## config.mk

```make
export PLATFORM = sky130hd
export DESIGN_NAME = systolic_ctrl
export DESIGN_NICKNAME = d
export VERILOG_FILES = /design/src/rtl/systolic_ctrl.sv
export SDC_FILE = /design/constraint.sdc
export NUM_CORES = 1
export LEC_CHECK = 0
export ABC_AREA = 1
export CORE_MARGIN = 5
export CORE_UTILIZATION = 46
export DETAILED_ROUTE_END_ITERATION = 10
export MAX_ROUTING_LAYER = met4
export PLACE_DENSITY = 0.67
export SKIP_LAST_GASP = 1
export SLEW_MARGIN = 30
export SYNTH_ARGS = -nofsm -noshare
export SYNTH_HDL_FRONTEND = slang
export SYNTH_SLANG_ARGS = --single-unit
```

## constraint.sdc

```tcl
create_clock -name clk -period 4.4 [get_ports clk]
set_input_delay 0.88 -clock clk [delete_from_list [all_inputs] [get_ports clk]]
set_output_delay 0.88 -clock clk [all_outputs]
set_load 0.1 [all_outputs]
```

## src/rtl/systolic_ctrl.sv

```systemverilog
// systolic_ctrl: operand sequencer and result capture for the NxN FP-INT systolic array.
// Optional watchdog in WAIT_DONE enabled by defining SYSTOLIC_CTRL_TIMEOUT_EN.
module systolic_ctrl #(
  parameter int ACT_WIDTH   = 16,
  parameter int ACC_WIDTH   = 32,
  parameter int N           = 2,
  parameter int K_MAX       = 16,
  parameter int PREC_MAX    = 8,
  parameter int TIMEOUT_CYC = 1024
) (
  input  logic                         clk,
  input  logic                         rst,
  input  logic                         wr_en,
  input  logic [$clog2(K_MAX)-1:0]     wr_addr,
  input  logic [N*ACT_WIDTH-1:0]       wr_act,
  input  logic [N*PREC_MAX-1:0]        wr_w,
  input  logic                         start_valid,
  output logic                         start_ready,
  input  logic [$clog2(K_MAX+1)-1:0]   k_len,
  input  logic [3:0]                   precision,
  input  logic [4:0]                   exp_set,
  output logic                         cfg_err,
  output logic                         busy,
  output logic                         arr_active,
  output logic [3:0]                   arr_precision,
  output logic [4:0]                   arr_exp_set,
  output logic [N*ACT_WIDTH-1:0]       arr_act_in,
  output logic [N-1:0]                 arr_w_in,
  input  logic                         arr_done,
  input  logic [N*N*ACC_WIDTH-1:0]     arr_acc_out,
  output logic                         res_valid,
  input  logic                         res_ready,
  output logic [N*N*ACC_WIDTH-1:0]     res_acc,
  output logic                         res_timeout
);
  localparam int KW = $clog2(K_MAX);
  localparam int LW = $clog2(K_MAX+1);
  localparam int BW = $clog2(PREC_MAX);
  localparam logic [LW-1:0] KMAX_L = LW'(K_MAX);
  localparam logic [3:0] PMAX_L = 4'(PREC_MAX);

  if (PREC_MAX > 15 || PREC_MAX < 2 || TIMEOUT_CYC < 2) begin : g_bad_cfg
    $error("systolic_ctrl: unsupported PREC_MAX/TIMEOUT_CYC");
  end

  typedef enum logic [1:0] {IDLE, STREAM, WAIT_DONE, RESULT} state_t;

  logic [N*ACT_WIDTH-1:0] act_mem [K_MAX];
  logic [N*PREC_MAX-1:0]  w_mem   [K_MAX];

  state_t                 state_q, state_d;
  logic [KW-1:0]          k_q, k_d;
  logic [BW-1:0]          bit_q, bit_d;
  logic [LW-1:0]          klen_q, klen_d;
  logic [3:0]             prec_q, prec_d;
  logic [4:0]             exp_q, exp_d;
  logic                   active_q, active_d;
  logic [N*ACT_WIDTH-1:0] act_q, act_d;
  logic [N-1:0]           w_q, w_d;
  logic                   cfg_err_q, cfg_err_d;
  logic                   res_valid_q, res_valid_d;
  logic [N*N*ACC_WIDTH-1:0] res_acc_q, res_acc_d;
  logic                   legal;
`ifdef SYSTOLIC_CTRL_TIMEOUT_EN
  localparam int TW = $clog2(TIMEOUT_CYC);
  logic [TW-1:0]          cnt_q, cnt_d;
  logic                   res_to_q, res_to_d;
`endif

  assign legal = k_len != '0 && k_len <= KMAX_L && precision != 4'd0 && precision <= PMAX_L;

  always_ff @(posedge clk) begin
    if (wr_en && state_q == IDLE) begin
      act_mem[wr_addr] <= wr_act;
      w_mem[wr_addr]   <= wr_w;
    end
  end

  always_comb begin
    state_d     = state_q;
    k_d         = k_q;
    bit_d       = bit_q;
    klen_d      = klen_q;
    prec_d      = prec_q;
    exp_d       = exp_q;
    cfg_err_d   = 1'b0;
    res_valid_d = res_valid_q;
    res_acc_d   = res_acc_q;
`ifdef SYSTOLIC_CTRL_TIMEOUT_EN
    cnt_d       = '0;
    res_to_d    = res_to_q;
`endif
    case (state_q)
      IDLE: if (start_valid) begin
        if (legal) begin
          state_d = STREAM;
          klen_d  = k_len;
          prec_d  = precision;
          exp_d   = exp_set;
          k_d     = '0;
          bit_d   = BW'(precision - 4'd1);
        end else cfg_err_d = 1'b1;
      end
      STREAM: if (bit_q != '0) bit_d = bit_q - BW'(1);
      else if (LW'(k_q) + LW'(1) == klen_q) state_d = WAIT_DONE;
      else begin
        k_d   = k_q + KW'(1);
        bit_d = BW'(prec_q - 4'd1);
      end
      WAIT_DONE: if (arr_done) begin
        state_d     = RESULT;
        res_valid_d = 1'b1;
        res_acc_d   = arr_acc_out;
      end
`ifdef SYSTOLIC_CTRL_TIMEOUT_EN
      else if (cnt_q == TW'(TIMEOUT_CYC-1)) begin
        state_d     = RESULT;
        res_valid_d = 1'b1;
        res_acc_d   = '0;
        res_to_d    = 1'b1;
      end else cnt_d = cnt_q + TW'(1);
`endif
      RESULT: if (res_ready) begin
        state_d     = IDLE;
        res_valid_d = 1'b0;
`ifdef SYSTOLIC_CTRL_TIMEOUT_EN
        res_to_d    = 1'b0;
`endif
      end
      default: state_d = IDLE;
    endcase
    // array drive is registered, so it is computed from the next position
    active_d = state_d == STREAM;
    act_d    = active_d ? act_mem[k_d] : '0;
    for (int j = 0; j < N; j++) w_d[j] = active_d & w_mem[k_d][j*PREC_MAX + int'(bit_d)];
  end

  always_ff @(posedge clk) begin
    if (!rst) begin
      state_q     <= IDLE;
      k_q         <= '0;
      bit_q       <= '0;
      klen_q      <= '0;
      prec_q      <= '0;
      exp_q       <= '0;
      active_q    <= 1'b0;
      act_q       <= '0;
      w_q         <= '0;
      cfg_err_q   <= 1'b0;
      res_valid_q <= 1'b0;
      res_acc_q   <= '0;
`ifdef SYSTOLIC_CTRL_TIMEOUT_EN
      cnt_q       <= '0;
      res_to_q    <= 1'b0;
`endif
    end else begin
      state_q     <= state_d;
      k_q         <= k_d;
      bit_q       <= bit_d;
      klen_q      <= klen_d;
      prec_q      <= prec_d;
      exp_q       <= exp_d;
      active_q    <= active_d;
      act_q       <= act_d;
      w_q         <= w_d;
      cfg_err_q   <= cfg_err_d;
      res_valid_q <= res_valid_d;
      res_acc_q   <= res_acc_d;
`ifdef SYSTOLIC_CTRL_TIMEOUT_EN
      cnt_q       <= cnt_d;
      res_to_q    <= res_to_d;
`endif
    end
  end

  assign start_ready   = state_q == IDLE;
  assign busy          = state_q != IDLE;
  assign cfg_err       = cfg_err_q;
  assign arr_active    = active_q;
  assign arr_precision = prec_q;
  assign arr_exp_set   = exp_q;
  assign arr_act_in    = act_q;
  assign arr_w_in      = w_q;
  assign res_valid     = res_valid_q;
  assign res_acc       = res_acc_q;
`ifdef SYSTOLIC_CTRL_TIMEOUT_EN
  assign res_timeout   = res_to_q;
`else
  assign res_timeout   = 1'b0;
`endif
endmodule

```

Word level (Yosys, flattened, before mapping):

Memory sizes are Yosys's and may differ from the RTL's. A register that Yosys moved wholly into a read port is not among the register bits.
Cells that the tools add are included.

* order comparisons: 4
* muxes and demuxes: 28
* multipliers: 0
* divide/modulo/power cells: 0
* bitwise operators: 2
* $add $sub $neg: 6
* equal/unequal tests: 7
* shifts and indexed selects: 0
* reductions and logical operators: 16

Operators by type and width (number)
* $mux W4: 4
* $mux W2: 6
* $mux W3: 4
* $reduce_and A3 Y1: 3
* $sub A3 B1 Y3 const B: 3
* $mux W1: 8
* $pmux W2 S4: 1
* $pmux W4 S2: 1
* $pmux W3 S2: 1
* $add A4 B1 Y5 const B: 1
* $add A4 B3 Y5 const A: 1
* $eq A5 B5 Y1: 1
* $le A5 B5 Y1 const B: 1
* $lt A3 B5 Y1 const B: 1
* $lt A5 B5 Y1 const B: 1
* $reduce_bool A5 Y1: 1
* $add A4 B1 Y4 const B: 1
* $bmux W1 S4: 1
* $eq A2 B1 Y1 const B: 2
* $eq A2 B2 Y1 const B: 2
* $le A4 B4 Y1 const B: 1
* $logic_and A1 B1 Y1: 4
* $ne A2 B2 Y1 const B: 2
* $reduce_and A2 Y1: 2
* 8 further kinds: 10

* memory bits (writable): 768
* word-level logic and storage cells: 76
* bits in registers: 156
* bits in latches: 0
* input bits: 200
* output and inout bits: 177
* memories kept: 2
* memory bits (read-only): 0

Memories
* act_mem: words 16, width 32, rd ports 1, clocked after Yosys merged registers in 1, wr ports 1, RTL line 48 `logic [N*ACT_WIDTH-1:0] act_mem [K_MAX];`
* w_mem: words 16, width 16, rd ports 1, clocked after Yosys merged registers in 0, wr ports 1, RTL line 49 `logic [N*PREC_MAX-1:0] w_mem [K_MAX];`

Depth between registers and ports, before layout:

* depth after elaboration: 12
* gate-level depth with buffers: 23
* mapped depth without buffers: 22

Worst setup path after synthesis:

Ideal clock, no wire load.

* path kind: register to register
* start point: reg state_q[1]
* end point: mem act_mem[10][0] (netlist name), enable pin
* clock period less this slack: 5.775 ns
* library setup time: 0.454 ns
* arrival: 5.321 ns
* path buffers: 0
* stages on the path, launching flop included: 6
* slack: -1.375 ns
* data required time: 3.946 ns
* cells stage by stage: dfxtp_1 -> nor2_1 -> inv_1 -> nor2_1 -> nand3_1 -> nor2_1

* word-level cells in the longest chain between the ends: 4

Ends and longest elaborated chain
* start: declaration: RTL line 51 `state_t state_q, state_d;`
* start signal: assignment: RTL line 157 `state_q <= state_d;`
* $logic_not A2 Y1
* net start_ready: RTL line 18 `output logic start_ready,`
* $logic_and A1 B1 Y1: RTL line 73 `if (wr_en && state_q == IDLE) begin`
* $mux W1: RTL line 73
* $mux W1 (implied by the code): RTL line 74 `act_mem[wr_addr] <= wr_act;`
* end: declaration: RTL line 48

The timed path passes the listed nets, and every way through them passes these cells.

Worst setup path after layout:

* start point: reg k_q[0]
* end point: reg act_q[22] (netlist: arr_act_in[22]) (read register of act_mem)

* word-level cells in the longest chain between the ends: 8
* elaborated cells between the ends (all ways): 14
* classes of those cells: add/sub: 2; eq/ne: 2; mux: 8; reduce/logical: 2

Ends and longest elaborated chain
* start: declaration: RTL line 52 `logic [KW-1:0] k_q, k_d;`
* start signal: assignment: RTL line 158 `k_q <= k_d;`
* $add A4 B1 Y5: RTL line 105 `else if (LW'(k_q) + LW'(1) == klen_q) state_d = WAIT_DONE;`
* $eq A5 B5 Y1: RTL line 105
* $mux W2: RTL line 105
* $mux W2: RTL line 104 `STREAM: if (bit_q != '0) bit_d = bit_q - BW'(1);`
* $pmux W2 S4: RTL line 93 `case (state_q)`
* $eq A2 B1 Y1: RTL line 133 `active_d = state_d == STREAM;`
* $reduce_and A2 Y1 (no line)
* $logic_not A1 Y1 (no line)
* end: declaration: RTL line 58 `logic [N*ACT_WIDTH-1:0] act_q, act_d;`

Parallel ways exist; a longest one is shown, timed or not.
A chain may end at the register's enable or synchronous reset.

==> impl_results.md <==
* Leading post-synthesis cells by cell area: edfxtp_1 (63%), dfxtp_1 (10%), nor2_1 (6.0%), o21ai_0 (4.7%), nand3_1 (4.5%)
* Die H at 293 um
* Drt first pass iters at 5
* Final Cell Area at 45300 um2
* Mean Syn Cell Area at 12.1 um2
* Placed Instance Area at about 42000 um2
* Critical-path maximum fanout at 40
* Register bit count reported by yosys at 956
* Most frequent cell after synthesis: edfxtp_1
* Clock Sinks at 956
* CTS Buffer Depth at 3
* Max Cap Viol at 0
* Share of cells above drive strength 1 at 8.47%
* Post-CTS Setup Bufs at 0
* Final WL at 105000 um
* Post-Syn Nets at about 3300
* CP Data Arrival Time at 4140 ps
* Die Span X at 293 um
* Crit path capture type: flop
* Clock-pin transition on the worst setup and hold timing paths at 60 ps
* Ys async rst share at 0%
* Finish-stage setup viols at 0
* Cell total after placement at about 4300
* Post-synth top flop: edfxtp_1
* Library cells used by synthesis at 35
* Pwr Density at 454 nW/um2
* Setup TNS at 0 ps
* Largest net degree at the start of global routing at 129
* Routed len/inst at 23.0 um
* Hold Path Class: flop to flop
* Die area at around 86000 um2
* Leading area contributor after synthesis: edfxtp_1
* Mux cell area share after synthesis at 0%
* Drt drc at 0
* First-pass GRT wire length at 155000 um
* Max VDD drop at 0.308 mV
* DRT iter0 DRCs at 2613
* Total grt overflow at 0
* Mapped Area at 36700 um2
* Fin crit share at 80.4%
* Finished Layout Cells at 4542
* Post-synthesis compound-gate area fraction at 9.13%
* Vias in the first global route at 24716
* Initial antenna violation count at 13
* Clock Skew at 26.2 ps
* Count of cells resized by post-cts repair at 0
* Cells after synthesis at around 3000
* Post-synthesis adder-cell area fraction at 0.204%
* PortBufs at 375
* Worst skew pair latency at roughly 670 ps
* Total CTS buffers at a little under 100
* Required time of the critical path at 5000 ps
* Worst Max-Slew Pin Slew at 1040 ps
* Fmax at 0.283 GHz
* Gpl congestion at 0.820
* Synth warnings at 0
* Outcome: complete, no violations
* Min Hold Slack at 468 ps
* Core ar. at ~79000 um2
* Final HPWL DP at 59000 um
* Mean number of vias per cell at 5.64
* Largest family of logic cells by synthesized area: simple AND/OR/NAND/NOR gates
* Max-Slew Margin vs Limit at between 30% and 40%
* EDFF count, synth at approximately 770
* CTS tree: yes
* CP Launch Type: flop
* Sequential area share after synthesis at roughly 73%
* Area growth syn-to-layout at 23.4%
* Static Leak at between 0.015 and 0.02 uW
* Hold buffers post-CTS at 0
* Nets at about 3600
* Fillers at 6440
* Total power at 20600 uW
* Initial Utilization at 46.4%
* Ports at 377
* Post-DRT Antenna Nets at 0
* H-Tree Level Count at 3
* Synth Area in Simple Gates at between 10% and 20%
* CTS root buf: clkbuf_16
* DR vias at 25639
* Slew Limit Fails at 0
* Fin crit period at 3540 ps
* Setup Crit Path Kind: flop to flop
* Post-synth top area share at 62.8%
* Synth cell count leaders: edfxtp_1 (768), nor2_1 (585), o21ai_0 (342), nand3_1 (327), nand2_1 (257)
* Fin. Hold Viols at 0
* RSZ-0062 raised after global routing: no
* Total GRT Usage at roughly a quarter
* Row cnt at about 100
* XOR/XNOR Fraction of Synth Area at 0.0953%
[cell families after synthesis]
logic type / Yosys count
AOI/OAI and AO/OA: 578
xor gates and xnor gates: 4
adders and majority gates: 6
buffers and inverters: 262
DFF: 956
other: 1
and+or+nand+nor: 1242
[metrics by stage]
step	utilization [%]	setup WS [ps]
floorplan	-	96.1
global placement	53.3	269
detailed placement	53.2	275
CTS	57.3	847
global route	57.3	472
finish	57.3	862
[cells in the final DEF (no fill, tap or decap), types with 60 or more instances in the layout]
master	n
nand4_1	60
nand2_1	256
edfxtp_1	768
nand3_1	326
o21ai_0	341
dfxtp_1	188
nor2_1	568
clkbuf_16	100
o221ai_1	96
clkdlybuf4s50_1	354
[routing by layer]
| layer | GRT usage [%] | routed length (um) | part of all wire (%) |
|---|---|---|---|
| met1 | 31.5 | 41700 | 40 |
| met2 | 38.7 | 50900 | 49 |
| met4 | 8.23 | 3210 | 3.1 |
| met5 | - | 0 | 0 |
| met3 | 4.84 | 8800 | 8.4 |
[where the power goes]
group          internal, uW  total, uW  switching (uW)
logic                   796       2510            1710
registers              9900       9950            49.7
clock network          4610       8130            3520
total                 15300      20600            5280
[sequential cells by signal (all words and copies together), names as in the netlist, 3 cells and up]
signal	count
act_mem	512
arr_act_in	32
arr_exp_set	5
arr_precision	4
bit_q	3
k_q	4
klen_q	5
res_acc	128
w_mem	256
[worst max-delay path, stage by stage (launching register included)]
cell      delay [ps]
dfxtp_1          450
ha_1             330
xnor2_1          150
nand3_1           80
nor2_1           170
nand2_2          110
nand3_4          110
nand2_2          300
nand3_4          290
buf_4            370
buf_4            460
nor2_1            80
nor2_1            90
o21ai_0           90
o211ai_1          90
nand3_1          120
a21oi_1          160
[area by class of cell]
cell class	instances	area (um2)	share of cell area, %
inverters	44	176	0.389
flip-flops and latches	956	26800	59.2
well taps	1050	1310	2.90
diodes	11	27.5	0.0607
multi-input cells	1831	8910	19.7
clock inverters	49	459	1.01
clock buffers	135	2730	6.01
repair buffers	466	4880	10.8
[worst paths after layout]
check	from	endpoint	slack, ps	cells after the start
setup / recovery	k_q[0]	arr_act_in[22]	860	16
hold / removal	arr_exp_set[2]	arr_exp_set[2]	470	2
setup reg to reg	k_q[0]	arr_act_in[22]	860	16
hold reg to reg	arr_exp_set[2]	arr_exp_set[2]	470	2
Power figures use the tool's default switching activity.
